File: src/rtl/pipelined_carry_inc_adder_if.sv
// rtl/pipelined_carry_inc_adder_if.sv - operand/result handshake bundle for the carry-increment adder
interface pipelined_carry_inc_adder_if #(
   parameter int WIDTH = 32
);
   logic [WIDTH-1:0] a;
   logic [WIDTH-1:0] b;
   logic             c0;
   logic             sub;
   logic             in_valid;
   logic             in_ready;
   logic [WIDTH-1:0] sum;
   logic             cout;
   logic             ovf;
   logic             out_valid;
   logic             out_ready;

   modport master (
      output a, b, c0, sub, in_valid, out_ready,
      input  in_ready, sum, cout, ovf, out_valid
   );

   modport slave (
      input  a, b, c0, sub, in_valid, out_ready,
      output in_ready, sum, cout, ovf, out_valid
   );
endinterface

File: src/rtl/pipelined_carry_inc_adder.sv
// rtl/pipelined_carry_inc_adder.sv - carry-increment adder/subtractor, one pipeline stage per BLK-bit block
module pipelined_carry_inc_adder #(
   parameter int WIDTH = 32,
   parameter int BLK   = 8
) (
   input logic                        clk,
   input logic                        rst_n,
   pipelined_carry_inc_adder_if.slave bus
);
   localparam int STAGES = WIDTH / BLK;

   if (BLK < 2 || WIDTH < BLK || (WIDTH % BLK) != 0) begin : g_bad_cfg
      $error("pipelined_carry_inc_adder: WIDTH must be a positive multiple of BLK and BLK >= 2");
   end

   logic             adv;
   logic [WIDTH-1:0] b_eff;
   logic             cin_eff;

   // Whole pipeline moves in lockstep; only a held result at the output can stall it.
   assign adv          = !bus.out_valid || bus.out_ready;
   assign bus.in_ready = adv;

   // Subtraction folds into addition here, so later stages never see the mode bit.
   assign b_eff   = bus.sub ? ~bus.b : bus.b;
   assign cin_eff = bus.sub | bus.c0;

   for (genvar k = 0; k < STAGES; k++) begin : g_stg
      localparam int IW = WIDTH - k * BLK;
      localparam int OW = (k + 1) * BLK;

      logic [IW-1:0]  a_i;
      logic [IW-1:0]  b_i;
      logic           c_i;
      logic           v_i;
      logic [BLK-1:0] rs;
      logic           rc;
      logic [BLK:0]   hc;
      logic [BLK-1:0] s;
      logic           c_d;
      logic [OW-1:0]  sum_d;

      logic           v_q;
      logic           c_q;
      logic [OW-1:0]  sum_q;

      if (k == 0) begin : g_first
         assign a_i   = bus.a;
         assign b_i   = b_eff;
         assign c_i   = cin_eff;
         assign v_i   = bus.in_valid;
         assign sum_d = s;
      end else begin : g_next
         assign a_i   = g_stg[k-1].g_fwd.a_q;
         assign b_i   = g_stg[k-1].g_fwd.b_q;
         assign c_i   = g_stg[k-1].c_q;
         assign v_i   = g_stg[k-1].v_q;
         assign sum_d = {s, g_stg[k-1].sum_q};
      end

      assign {rc, rs} = {1'b0, a_i[BLK-1:0]} + {1'b0, b_i[BLK-1:0]};

      // Incoming carry is applied afterwards as an increment through a half-adder chain.
      assign hc[0] = c_i;
      for (genvar j = 0; j < BLK; j++) begin : g_ha
         assign s[j]    = rs[j] ^ hc[j];
         assign hc[j+1] = rs[j] & hc[j];
      end

      assign c_d = rc | hc[BLK];

      always_ff @(posedge clk) begin
         if (!rst_n) begin
            v_q   <= 1'b0;
            c_q   <= 1'b0;
            sum_q <= '0;
         end else if (adv) begin
            v_q <= v_i;
            if (v_i) begin
               c_q   <= c_d;
               sum_q <= sum_d;
            end
         end
      end

      if (IW > BLK) begin : g_fwd
         logic [IW-BLK-1:0] a_q;
         logic [IW-BLK-1:0] b_q;

         always_ff @(posedge clk) begin
            if (!rst_n) begin
               a_q <= '0;
               b_q <= '0;
            end else if (adv && v_i) begin
               a_q <= a_i[IW-1:BLK];
               b_q <= b_i[IW-1:BLK];
            end
         end
      end

      // The final block holds the operand MSBs, so signed overflow is resolved here.
      if (k == STAGES - 1) begin : g_last
         logic ovf_q;

         always_ff @(posedge clk) begin
            if (!rst_n) begin
               ovf_q <= 1'b0;
            end else if (adv && v_i) begin
               ovf_q <= (a_i[BLK-1] == b_i[BLK-1]) && (s[BLK-1] != a_i[BLK-1]);
            end
         end
      end
   end

   assign bus.out_valid = g_stg[STAGES-1].v_q;
   assign bus.sum       = g_stg[STAGES-1].sum_q;
   assign bus.cout      = g_stg[STAGES-1].c_q;
   assign bus.ovf       = g_stg[STAGES-1].g_last.ovf_q;
endmodule

File: src/flat_wrapper.sv
// flat-port wrapper written by rule: the top's interface ports become plain ports
module pipelined_carry_inc_adder_flat 
#(
   parameter int WIDTH = 32,
   parameter int BLK   = 8
)
  (clk, rst_n, bus_a, bus_b, bus_c0, bus_sub, bus_in_valid, bus_out_ready, bus_in_ready, bus_sum, bus_cout, bus_ovf, bus_out_valid);
  pipelined_carry_inc_adder_if #(.WIDTH(WIDTH)) bus_i ();
  input logic clk;
  input logic rst_n;
  input wire logic [$bits(bus_i.a)-1:0] bus_a;
  input wire logic [$bits(bus_i.b)-1:0] bus_b;
  input wire logic [$bits(bus_i.c0)-1:0] bus_c0;
  input wire logic [$bits(bus_i.sub)-1:0] bus_sub;
  input wire logic [$bits(bus_i.in_valid)-1:0] bus_in_valid;
  input wire logic [$bits(bus_i.out_ready)-1:0] bus_out_ready;
  output wire logic [$bits(bus_i.in_ready)-1:0] bus_in_ready;
  output wire logic [$bits(bus_i.sum)-1:0] bus_sum;
  output wire logic [$bits(bus_i.cout)-1:0] bus_cout;
  output wire logic [$bits(bus_i.ovf)-1:0] bus_ovf;
  output wire logic [$bits(bus_i.out_valid)-1:0] bus_out_valid;
  assign bus_i.a = bus_a;
  assign bus_i.b = bus_b;
  assign bus_i.c0 = bus_c0;
  assign bus_i.sub = bus_sub;
  assign bus_i.in_valid = bus_in_valid;
  assign bus_i.out_ready = bus_out_ready;
  assign bus_in_ready = bus_i.in_ready;
  assign bus_sum = bus_i.sum;
  assign bus_cout = bus_i.cout;
  assign bus_ovf = bus_i.ovf;
  assign bus_out_valid = bus_i.out_valid;
  pipelined_carry_inc_adder #(.WIDTH(WIDTH), .BLK(BLK)) u_core (.clk(clk), .rst_n(rst_n), .bus(bus_i));
endmodule
File: config.mk
export PLATFORM = sky130hd
export DESIGN_NAME = pipelined_carry_inc_adder_flat
export DESIGN_NICKNAME = d
export VERILOG_FILES = /design/src/rtl/pipelined_carry_inc_adder_if.sv /design/src/rtl/pipelined_carry_inc_adder.sv /design/src/flat_wrapper.sv
export SDC_FILE = /design/constraint.sdc
export NUM_CORES = 1
export LEC_CHECK = 0
export BUFFER_PORTS_ARGS = -buffer_cell sky130_fd_sc_hd__buf_2
export CAP_MARGIN = 10
export CELL_PAD_IN_SITES_DETAIL_PLACEMENT = 1
export CELL_PAD_IN_SITES_GLOBAL_PLACEMENT = 2
export CORE_UTILIZATION = 33
export CTS_BUF_LIST = sky130_fd_sc_hd__clkbuf_4
export CTS_CLUSTER_SIZE = 30
export DETAILED_ROUTE_END_ITERATION = 10
export HOLD_SLACK_MARGIN = 0.06
export PLACE_DENSITY_LB_ADDON = 0.12
export SYNTH_ARGS = -nofsm -noshare
export SYNTH_HDL_FRONTEND = slang
export SYNTH_SLANG_ARGS = --single-unit
File: constraint.sdc
create_clock -name clk -period 3.7 [get_ports clk]
set_clock_uncertainty 0.05 [all_clocks]
set_input_delay 0.37 -clock clk [delete_from_list [all_inputs] [get_ports clk]]
set_output_delay 0.37 -clock clk [all_outputs]
set_load 0.1 [all_outputs]
==> insert_results.sql, run 1 <==
INSERT INTO impl_metrics (metric_group, metric, value, unit) VALUES
('die', 'chipHeight', '165', 'um'),
('setup_path', 'worst-setup-path-type', 'flop to flop', ''),
('logic_synthesis', 'netlist_instances', '1004', ''),
('placement', 'hpwl', '14.2', 'mm'),
('drt', 'drc', '0', ''),
('flow_run', 'cap_viol_max_count', '0', ''),
('timing', 'maxClockFrequency', '325', 'MHz'),
('timing', 'min_period_over_period', '83.2', '%'),
('drt', 'average_detailed_routed_wire_length_per_instance', '14.3', 'um'),
('logic_synthesis', 'synthDominantCellAreaShare', '42.2', '%'),
('logic_synthesis', 'synthDominantAreaCellType', 'sky130_fd_sc_hd__dfxtp_1', ''),
('timing', 'setup_tns', '0', 'ns'),
('setup_path', 'cp-startpoint', 'u_core.g_stg[2].g_fwd.a_q[0]$_SDFFE_PN0P_', ''),
('logic_synthesis', 'synth_simple_gate_area_share', '17.5', '%'),
('logic_synthesis', 'syn_area', '8790', 'um^2'),
('drt', 'drt-vias-per-instance', '4.63', ''),
('cts', 'cts_max_path_buffers', '2', ''),
('setup_path', 'r2r_start', 'u_core.g_stg[2].g_fwd.a_q[0]$_SDFFE_PN0P_', ''),
('setup_path', 'timing.critical_path.from_type', 'flop', ''),
('final_layout', 'synthToLayoutAreaGrowth', '15.2', '%'),
('drt', 'dr.first_iter.drc_count', '260', ''),
('placement', 'numPlacedInstances', '1390', ''),
('cts', 'post_cts_hold_buffer_count', '39', ''),
('final_layout', 'finalNonFillerCells', '1463', ''),
('power_and_ir_drop', 'vdd_ir_drop_max', '152', 'uV'),
('logic_synthesis', 'post_synth.cell_area_avg', '8.75', 'um^2'),
('logic_synthesis', 'yosysWarnings', '0', ''),
('cts', 'post-cts-setup-buffer-count', '0', ''),
('power_and_ir_drop', 'design_power_total', '3.70', 'mW'),
('setup_path', 'crit_required', '4.16', 'ns'),
('logic_synthesis', 'synthTopCellsByArea', 'sky130_fd_sc_hd__dfxtp_1, sky130_fd_sc_hd__nand2_1, sky130_fd_sc_hd__a21boi_0, sky130_fd_sc_hd__ha_1, sky130_fd_sc_hd__xnor2_1', ''),
('timing', 'hold_ws', '0.129', 'ns'),
('power_and_ir_drop', 'leakagePower', '4.22', 'nW'),
('cts', 'cts_resized', '0', ''),
('timing', 'worst_pin_slew', '0.916', 'ns'),
('global_route', 'grt-ovfl-total', '0', ''),
('cts', 'cts_buffers', '17', ''),
('final_layout', 'fillers', '3138', ''),
('setup_path', 'worstPathArrival', '3.54', 'ns'),
('logic_synthesis', 'post_synth_fa_ha_maj_area_fraction', '10.0', '%'),
('final_layout', 'layout-drive-gt1-share', '14.1', '%'),
('setup_path', 'worstSetupEndpointType', 'flop', ''),
('drt', 'routed-via-count', '6769', ''),
('min_path', 'holdCritStartpoint', 'bus_b[28]', ''),
('logic_synthesis', 'mappedNetlistNets', '1142', ''),
('placement', 'finalWeightedCongestion', '0.738', ''),
('die', 'design.core.area', '26100', 'um^2'),
('cts', 'clk_root_buffer_cell', 'sky130_fd_sc_hd__clkbuf_4', ''),
('drt', 'drtPass1Iterations', '4', ''),
('logic_synthesis', 'mux_contribution_to_synthesized_area', '0', '%'),
('run_status', 'result_of_the_run', 'finished clean', ''),
('drt', 'postRouteAntennaNets', '0', ''),
('global_route', 'maximum_number_of_pins_on_one_net_before_global_route_repair', '66', ''),
('global_route', 'via_count_of_the_first_global_routing_pass', '6672', ''),
('logic_synthesis', 'synth.ff_latch_count', '185', ''),
('cts', 'clk_pin_slew_worst_paths', '0.18', 'ns'),
('final_layout', 'commonest_non_fill_non_tap_cell_in_the_layout', 'sky130_fd_sc_hd__nand2_1', ''),
('placement', 'portBuffers', '105', ''),
('final_layout', 'layout.cells.most_common_list', 'sky130_fd_sc_hd__nand2_1, sky130_fd_sc_hd__dfxtp_1, sky130_fd_sc_hd__a21boi_0', ''),
('global_route', 'grt_pass1_wl', '34.7', 'mm'),
('timing', 'max_slew_margin', '38.7', '%'),
('power_and_ir_drop', 'powerDensity', '365', 'nW/um^2'),
('die', 'ios', '106', ''),
('logic_synthesis', 'dominant_combinational_cell_family_by_area_after_synthesis', 'compound AO/OA/AOI/OAI gates', ''),
('cts', 'htree_num_levels', '4', ''),
('cts', 'tritoncts', 'yes', ''),
('die', 'initial_core_util', '33.7', '%'),
('timing', 'rsz0062_at_grt', 'no', ''),
('logic_synthesis', 'synth_sequential_area_ratio', '42.2', '%'),
('cts', 'worst_skew_pair.late_latency', '0.58', 'ns'),
('final_layout', 'seqCellArea', '3700', 'um^2');
-- registers in the layout, summed over array words and instances, names as in the netlist --
register and count:
u_core.g_stg.g_fwd.a_q 48, u_core.g_stg.v_q 3, u_core.g_stg.c_q 3, u_core.g_stg.sum_q 48
u_core.bus.out_valid 1, u_core.g_stg.g_fwd.b_q 48, u_core.bus.sum 32, u_core.bus.ovf 1
u_core.bus.cout 1
-- power breakdown --
group	internal [mW]	switching [mW]	total [mW]
Sequential	2.07	0.0413	2.11
Combinational	0.237	0.282	0.519
Clock	0.294	0.774	1.07
-- path summary, 6_finish.rpt --
check                                                     to  slack, ns  cells after the start
hold reg to reg   u_core.g_stg[1].g_fwd.b_q[11]$_SDFFE_PN0P_       0.41                      2
setup / recovery                 u_core.bus.ovf$_SDFFE_PN0P_       0.62                     14
setup reg to reg                 u_core.bus.ovf$_SDFFE_PN0P_       0.62                     14
hold / removal    u_core.g_stg[0].g_fwd.b_q[20]$_SDFFE_PN0P_       0.13                      4
-- metal layers --
metal | GRT usage, % | routed length (um) | vias up
li1 | - | - | 3569
met1 | 23.5 | 11500 | 3103
met2 | 24.9 | 8770 | 88
met3 | 2.57 | 536 | 9
met4 | 3.75 | 153 | 0
met5 | 0 | 0 | -
-- critical path, cell delays in order (launching register included) --
cell	delay [ns]
sky130_fd_sc_hd__dfxtp_1	0.37
sky130_fd_sc_hd__ha_1	0.17
sky130_fd_sc_hd__inv_1	0.06
sky130_fd_sc_hd__fa_1	0.53
sky130_fd_sc_hd__inv_1	0.04
sky130_fd_sc_hd__ha_1	0.18
sky130_fd_sc_hd__ha_1	0.18
sky130_fd_sc_hd__ha_1	0.19
sky130_fd_sc_hd__ha_1	0.19
sky130_fd_sc_hd__ha_1	0.18
sky130_fd_sc_hd__ha_1	0.18
sky130_fd_sc_hd__ha_1	0.30
sky130_fd_sc_hd__xnor2_1	0.14
sky130_fd_sc_hd__nor3_1	0.06
sky130_fd_sc_hd__o21a_1	0.19
-- Yosys cell counts (all sizes together) --
master,instances
nand2,335
dfxtp,185
a21boi,158
ha,64
buf,43
xnor2,39
o211a,24
clkbuf,20
nor2,18
inv,16
o21ai,13
a21oi,11
xor2,10
nor2b,9
o21a,9
nor4,6
o22ai,6
a211oi,5
and2,5
fa,4
nand3,4
nor3,4
o31a,3
o31ai,3
or3,3
a21o,2
or2,2
a2111oi,1
a22oi,1
a2bb2oi,1
-- stage by stage --
step                setup WS (ns)  cell area (um^2)
global placement            0.188              9470
detailed placement          0.118              9470
CTS                         0.589             10100
global route                0.391             10100
floorplan                   0.129              8790
finish                      0.621             10100
-- kinds of logic after synthesis --
logic type      count (synthesis)
compound gates                237
xor+xnor                       49
fa+ha+maj                      68
buf+inv                        79
flops                         185
simple gates                  386
-- final cells by class --
cell class | count | share of cell area (%)
diodes | 2 | 0.0495
multi-input cells | 740 | 45.9
clock inverters | 15 | 1.26
inverters | 16 | 0.618
flip-flops and latches | 185 | 36.6
clock buffers | 17 | 1.26
well taps | 335 | 4.14
repair buffers | 153 | 10.1
(Power assumes the default switching activity.)
==> inputs of run 2 (changes only) <==
clock period = 2.6 ns   (was 3.7 ns; I/O delays follow)
==> insert_results.sql, run 2 (synthesis gave the netlist of run 1 again) <==
INSERT INTO impl_metrics (metric_group, metric, value, unit) VALUES
('drt', 'postRouteAntennaNets', '0', ''),
('final_layout', 'layout.cells.most_common_list', 'sky130_fd_sc_hd__nand2_1, sky130_fd_sc_hd__dfxtp_1, sky130_fd_sc_hd__a21boi_0', ''),
('timing', 'drv_slew', '0', ''),
('power_and_ir_drop', 'leakagePower', '4.35', 'nW'),
('power_and_ir_drop', 'design_power_total', '5.42', 'mW'),
('die', 'chipHeight', '165', 'um'),
('min_path', 'timing.hold.worst.class', 'input port to flop', ''),
('final_layout', 'layout-drive-gt1-share', '20.5', '%'),
('setup_path', 'critPathSlowestCell', 'sky130_fd_sc_hd__fa_1', ''),
('final_layout', 'finalNonFillerCells', '1502', ''),
('drt', 'drtPass1Iterations', '4', ''),
('die', 'design.core.area', '26100', 'um^2'),
('run_status', 'result_of_the_run', 'finished, violations left', ''),
('cts', 'clk_root_buffer_cell', 'sky130_fd_sc_hd__clkbuf_4', ''),
('cts', 'htree_num_levels', '4', ''),
('power_and_ir_drop', 'powerDensity', '497', 'nW/um^2'),
('timing', 'min_period_over_period', '105', '%'),
('die', 'die_x', '165', 'um'),
('final_layout', 'commonest_non_fill_non_tap_cell_in_the_layout', 'sky130_fd_sc_hd__nand2_1', ''),
('cts', 'worst_skew_pair.late_latency', '0.58', 'ns'),
('die', 'fp-row-count', '59', ''),
('final_layout', 'nets', '1291', ''),
('placement', 'pre_cts_ws', '-0.486', 'ns'),
('setup_path', 'worstSetupEndpointType', 'flop', ''),
('final_layout', 'reg.largest.list', 'u_core.g_stg.g_fwd.a_q x48, u_core.g_stg.g_fwd.b_q x48, u_core.g_stg.sum_q x48', ''),
('drt', 'routed-via-count', '6988', ''),
('final_layout', 'fillers', '3061', ''),
('timing', 'worst_setup_margin', '-0.127', 'ns'),
('cts', 'cts_max_path_buffers', '2', ''),
('cts', 'tritoncts', 'yes', ''),
('timing', 'maxClockFrequency', '367', 'MHz'),
('drt', 'routed_wirelength', '21.6', 'mm'),
('setup_path', 'cp_cell_sequence', 'ha_4 -> inv_2 -> fa_1 -> inv_2 -> ha_4 -> ha_4 -> ha_4 -> ha_4 -> ha_4 -> ha_4 -> ha_4 -> xnor2_2 -> nor3_2 -> o21a_1', ''),
('timing', 'rsz0062_at_grt', 'yes', ''),
('global_route', 'grt_use_total', '16.8', '%'),
('global_route', 'grt-ovfl-total', '0', ''),
('setup_path', 'timing.critical_path.from_type', 'flop', ''),
('cts', 'cts_buffers', '17', ''),
('timing', 'setup_violations', '5', ''),
('die', 'ios', '106', ''),
('setup_path', 'rrSetupSlack', '-0.13', 'ns'),
('setup_path', 'worstPathBufferInverterCount', '2', ''),
('timing', 'max_slew_margin', '42.9', '%'),
('drt', 'average_detailed_routed_wire_length_per_instance', '14.4', 'um'),
('setup_path', 'crit_required', '3.05', 'ns'),
('die', 'die_area', '27300', 'um^2'),
('setup_path', 'crit_path_max_fanout', '2', ''),
('timing', 'final-hold-violation-count', '0', ''),
('global_route', 'antenna_violations_before_repair', '1', ''),
('cts', 'clk_pin_slew_worst_paths', '0.17', 'ns'),
('drt', 'drc', '0', ''),
('setup_path', 'path_common_cell', 'sky130_fd_sc_hd__ha_4', ''),
('final_layout', 'synthToLayoutAreaGrowth', '24.2', '%'),
('timing', 'final.min_clock_period', '2.73', 'ns'),
('placement', 'portBuffers', '105', ''),
('placement', 'finalWeightedCongestion', '0.753', ''),
('placement', 'hpwl', '15.1', 'mm'),
('flow_run', 'cap_viol_max_count', '0', ''),
('global_route', 'grt_pass1_wl', '35.9', 'mm'),
('cts', 'cts_num_sinks', '185', ''),
('placement', 'numPlacedInstances', '1414', ''),
('power_and_ir_drop', 'vdd_ir_drop_max', '198', 'uV'),
('die', 'initial_core_util', '33.7', '%'),
('setup_path', 'cp_top_family', 'adder cells', ''),
('setup_path', 'worstPathArrival', '3.17', 'ns'),
('timing', 'worst_pin_slew', '0.854', 'ns'),
('setup_path', 'slowest_delay', '0.49', 'ns'),
('final_layout', 'post-route-util', '41.9', '%'),
('drt', 'drt-vias-per-instance', '4.65', ''),
('timing', 'setup_tns', '-0.316', 'ns'),
('drt', 'dr.first_iter.drc_count', '227', ''),
('run_status', 'violations', 'negative setup slack', ''),
('global_route', 'maximum_number_of_pins_on_one_net_before_global_route_repair', '58', ''),
('global_route', 'via_count_of_the_first_global_routing_pass', '6974', ''),
('setup_path', 'worst-setup-path-type', 'flop to flop', '');
run 2: changes by cell type in the layout (fill, tap and decap cells not counted), sizes merged:
cell and delta:
buf +27, dlygate4sd3 +13, diode -1
run 2: final cells by class:
class	count	area, um^2	share of cell area, %
inverter	16	62.6	0.573
timing repair buffer	193	1340	12.3
clock inverter	15	131	1.20
multi-input combinational	740	5110	46.9
antenna	1	2.50	0.0229
tap	335	419	3.84
clock buffer	17	128	1.17
sequential	185	3710	34.0
run 2: final timing paths:
path                                         startpoint                                   endpoint  cells after the start
max reg2reg   u_core.g_stg[2].g_fwd.b_q[0]$_SDFFE_PN0P_                u_core.bus.ovf$_SDFFE_PN0P_                     14
min reg2reg  u_core.g_stg[0].g_fwd.b_q[13]$_SDFFE_PN0P_  u_core.g_stg[1].g_fwd.b_q[5]$_SDFFE_PN0P_                      2
min                                              bus_c0      u_core.g_stg[0].sum_q[0]$_SDFFE_PN0P_                      5
max           u_core.g_stg[2].g_fwd.b_q[0]$_SDFFE_PN0P_                u_core.bus.ovf$_SDFFE_PN0P_                     14
run 2: power breakdown:
group | leakage (nW) | internal, mW | switching (mW) | total, mW
sequential | 1.51 | 2.95 | 0.0617 | 3.01
combinational | 2.70 | 0.429 | 0.457 | 0.887
clock | 0.145 | 0.423 | 1.11 | 1.53
total | 4.35 | 3.80 | 1.63 | 5.42
run 2: stage by stage:
stage / hold WS, ns / area, um^2
CTS: 0.103 / 10800
global placement: 0.391 / 10000
global route: 0.183 / 10900
finish: 0.160 / 10900
floorplan: 0.347 / 9180
detailed placement: 0.395 / 10000
run 2: worst register-to-register path, cell delays in order, from the launching register on:
cell	delay, ns
sky130_fd_sc_hd__dfxtp_2	0.38
sky130_fd_sc_hd__ha_4	0.14
sky130_fd_sc_hd__inv_2	0.03
sky130_fd_sc_hd__fa_1	0.49
sky130_fd_sc_hd__inv_2	0.05
sky130_fd_sc_hd__ha_4	0.15
sky130_fd_sc_hd__ha_4	0.15
sky130_fd_sc_hd__ha_4	0.15
sky130_fd_sc_hd__ha_4	0.15
sky130_fd_sc_hd__ha_4	0.15
sky130_fd_sc_hd__ha_4	0.16
sky130_fd_sc_hd__ha_4	0.27
sky130_fd_sc_hd__xnor2_2	0.11
sky130_fd_sc_hd__nor3_2	0.05
sky130_fd_sc_hd__o21a_1	0.18
run 2: metal layers:
layer | share of wire [%] | vias up | track usage, %
met4 | 0.68 | 0 | 3.75
met3 | 2.2 | 9 | 2.85
met2 | 43 | 80 | 26.2
li1 | - | 3648 | -
met5 | 0 | - | 0
met1 | 54 | 3251 | 24.1
run 2: what timing repair did:
| action | 4_1_cts | 5_1_grt |
|---|---|---|
| setup endpoints to repair | 6 | 9 |
| setup buffers | 1 | 2 |
| endpoints found under the hold margin | 67 | 0 |
| resized for setup | 11 | 12 |
| pin swaps | 8 | 7 |
| hold buffers | 52 | 0 |
==> inputs of run 3 (changes only) <==
CAP_MARGIN = 20   (was 10)
CORE_MARGIN = 2   (was not set)
CORE_UTILIZATION = 32   (was 33)
CTS_BUF_LIST = sky130_fd_sc_hd__clkbuf_4 sky130_fd_sc_hd__clkbuf_8 sky130_fd_sc_hd__clkbuf_16   (was sky130_fd_sc_hd__clkbuf_4)
==> insert_results.sql, run 3 (synthesis gave the netlist of run 1 again) <==
INSERT INTO impl_metrics (metric_group, metric, value, unit) VALUES
('die', 'ios', '106', ''),
('run_status', 'result_of_the_run', 'finished, violations left', ''),
('drt', 'drc', '0', ''),
('global_route', 'grt-ovfl-total', '0', ''),
('final_layout', 'layout-drive-gt1-share', '21.5', '%'),
('power_and_ir_drop', 'leakagePower', '4.41', 'nW'),
('placement', 'portBuffers', '105', ''),
('cts', 'cts_max_path_buffers', '2', ''),
('power_and_ir_drop', 'seq_power_share', '45.8', '%'),
('die', 'fp-row-count', '60', ''),
('global_route', 'via_count_of_the_first_global_routing_pass', '6944', ''),
('drt', 'average_detailed_routed_wire_length_per_instance', '14.9', 'um'),
('final_layout', 'synthToLayoutAreaGrowth', '26.1', '%'),
('cts', 'cts_num_sinks', '185', ''),
('drt', 'dr.first_iter.drc_count', '170', ''),
('cts', 'htree_num_levels', '4', ''),
('setup_path', 'worst-setup-path-type', 'flop to flop', ''),
('die', 'die_x', '170', 'um'),
('placement', 'hpwl', '15.6', 'mm'),
('global_route', 'grt_pass1_wl', '36.7', 'mm'),
('timing', 'maxClockFrequency', '366', 'MHz'),
('drt', 'routed-via-count', '6876', ''),
('final_layout', 'post-route-util', '41.1', '%'),
('final_layout', 'antenna_cells', '0', ''),
('final_layout', 'finalNonFillerCells', '1479', ''),
('placement', 'numPlacedInstances', '1422', ''),
('drt', 'postRouteAntennaNets', '0', ''),
('cts', 'cts_buffers', '17', ''),
('global_route', 'maximum_number_of_pins_on_one_net_before_global_route_repair', '43', ''),
('setup_path', 'crit_path_max_fanout', '2', ''),
('timing', 'worst_pin_slew', '0.753', 'ns'),
('drt', 'drtPass1Iterations', '4', ''),
('placement', 'finalWeightedCongestion', '0.758', ''),
('drt', 'drt-vias-per-instance', '4.65', ''),
('cts', 'worst_skew_pair.late_latency', '0.43', 'ns'),
('cts', 'clk_root_buffer_cell', 'sky130_fd_sc_hd__clkbuf_16', ''),
('die', 'die_area', '28800', 'um^2'),
('flow_run', 'cap_viol_max_count', '0', ''),
('timing', 'max_slew_margin', '49.6', '%'),
('cts', 'tritoncts', 'yes', ''),
('final_layout', 'nets', '1264', ''),
('die', 'design.core.area', '27000', 'um^2'),
('power_and_ir_drop', 'power.share.switching', '25.5', '%'),
('timing', 'final.min_clock_period', '2.73', 'ns'),
('timing', 'min_period_over_period', '105', '%'),
('placement', 'pre_cts_ws', '-0.489', 'ns'),
('drt', 'routed_wirelength', '22.1', 'mm'),
('power_and_ir_drop', 'power.switching', '1.67', 'mW'),
('setup_path', 'worstSetupEndpointType', 'flop', ''),
('cts', 'clk_pin_slew_worst_paths', '0.07', 'ns'),
('timing', 'final-hold-violation-count', '0', ''),
('min_path', 'timing.hold.worst.class', 'input port to flop', ''),
('power_and_ir_drop', 'power.combinational.fraction', '13.3', '%'),
('setup_path', 'worstPathArrival', '3.01', 'ns'),
('power_and_ir_drop', 'power_report.internal_total', '4.89', 'mW'),
('power_and_ir_drop', 'powerDensity', '592', 'nW/um^2'),
('final_layout', 'reg.largest.list', 'u_core.g_stg.g_fwd.a_q x48, u_core.g_stg.g_fwd.b_q x48, u_core.g_stg.sum_q x48', ''),
('die', 'chipHeight', '170', 'um'),
('timing', 'drv_slew', '0', ''),
('setup_path', 'crit_required', '2.88', 'ns'),
('timing', 'setup_violations', '2', ''),
('setup_path', 'timing.critical_path.from_type', 'flop', ''),
('die', 'initial_core_util', '32.6', '%'),
('timing', 'rsz0062_at_grt', 'yes', ''),
('global_route', 'antenna_violations_before_repair', '0', ''),
('run_status', 'violations', 'negative setup slack', ''),
('final_layout', 'commonest_non_fill_non_tap_cell_in_the_layout', 'sky130_fd_sc_hd__nand2_1', ''),
('final_layout', 'layout.cells.most_common_list', 'sky130_fd_sc_hd__nand2_1, sky130_fd_sc_hd__dfxtp_1, sky130_fd_sc_hd__a21boi_0', ''),
('power_and_ir_drop', 'vdd_ir_drop_max', '448', 'uV'),
('global_route', 'grt_use_total', '16.0', '%'),
('timing', 'worst_setup_margin', '-0.135', 'ns'),
('power_and_ir_drop', 'power_frac_clock', '40.9', '%');
-- run 3: changes by cell type in the layout (fill, tap and decap cells not counted), moves of 4 or more --
cell	before	now
sky130_fd_sc_hd__clkbuf_16	0	17
sky130_fd_sc_hd__dlygate4sd3_1	52	22
sky130_fd_sc_hd__buf_12	2	7
sky130_fd_sc_hd__inv_8	4	0
sky130_fd_sc_hd__clkbuf_4	17	1
-- run 3: power by group through the flow --
stage                     Clock, mW  Sequential [mW]  Combinational [mW]
after CTS                      2.78             3.00               0.876
after detailed placement          0             3.07               0.829
after floorplan                   0             3.06               0.571
final                          2.68             3.00               0.875
after global placement            0             3.07               0.833
after global routing           2.89             3.02               0.988
-- run 3: layout make-up --
cell class / instances / area (um^2)
fillers: 3183 / 15900
multi-input cells: 740 / 5140
flip-flops and latches: 185 / 3710
repair buffers: 166 / 1130
clock buffers: 18 / 433
well taps: 341 / 427
clock inverters: 13 / 171
inverters: 16 / 62.6
-- run 3: worst max-delay path, stage by stage, from the launching register on --
cell and delay [ns]:
sky130_fd_sc_hd__dfxtp_2 0.35, sky130_fd_sc_hd__ha_4 0.14, sky130_fd_sc_hd__inv_2 0.03, sky130_fd_sc_hd__fa_1 0.47
sky130_fd_sc_hd__inv_1 0.04, sky130_fd_sc_hd__ha_2 0.17, sky130_fd_sc_hd__ha_4 0.16, sky130_fd_sc_hd__ha_4 0.15
sky130_fd_sc_hd__ha_4 0.15, sky130_fd_sc_hd__ha_4 0.15, sky130_fd_sc_hd__ha_4 0.16, sky130_fd_sc_hd__ha_4 0.27
sky130_fd_sc_hd__xnor2_2 0.10, sky130_fd_sc_hd__nor3_2 0.05, sky130_fd_sc_hd__o21a_1 0.19
-- run 3: stage by stage --
step	TNS (ns)	cell area [um^2]	hold WS, ns	total power [mW]
floorplan	-0.650	9180	0.347	3.63
global placement	-0.995	10100	0.391	3.90
detailed placement	-1.29	10100	0.399	3.90
CTS	-0.287	11000	0.0650	6.66
global route	-0.604	11100	0.0718	6.89
finish	-0.189	11100	0.0780	6.56
-- run 3: timing repair --
action / 4_1_cts / 5_1_grt
setup endpoints to repair: 6 / 8
hold buffers: 22 / 0
setup buffers: 0 / 4
pin swaps: 9 / 13
endpoints found under the hold margin: 22 / 0
resized for setup: 10 / 18
-- run 3: path summary, 6_finish.rpt --
check / to / startpoint / depth (start not counted) / slack (ns)
setup / recovery: u_core.bus.ovf$_SDFFE_PN0P_ / u_core.g_stg[2].g_fwd.a_q[0]$_SDFFE_PN0P_ / 14 / -0.13
setup reg to reg: u_core.bus.ovf$_SDFFE_PN0P_ / u_core.g_stg[2].g_fwd.a_q[0]$_SDFFE_PN0P_ / 14 / -0.13
hold reg to reg: u_core.g_stg[1].g_fwd.b_q[12]$_SDFFE_PN0P_ / u_core.g_stg[1].g_fwd.b_q[12]$_SDFFE_PN0P_ / 2 / 0.40
hold / removal: u_core.g_stg[0].g_fwd.a_q[17]$_SDFFE_PN0P_ / bus_a[25] / 3 / 0.08
-- run 3: metal layers --
metal	track usage, %	vias up	share of wire (%)
met2	24.8	82	43
li1	-	3584	-
met3	2.38	16	2.1
met4	4.35	0	1.0
met1	23.1	3194	54
met5	0	-	0
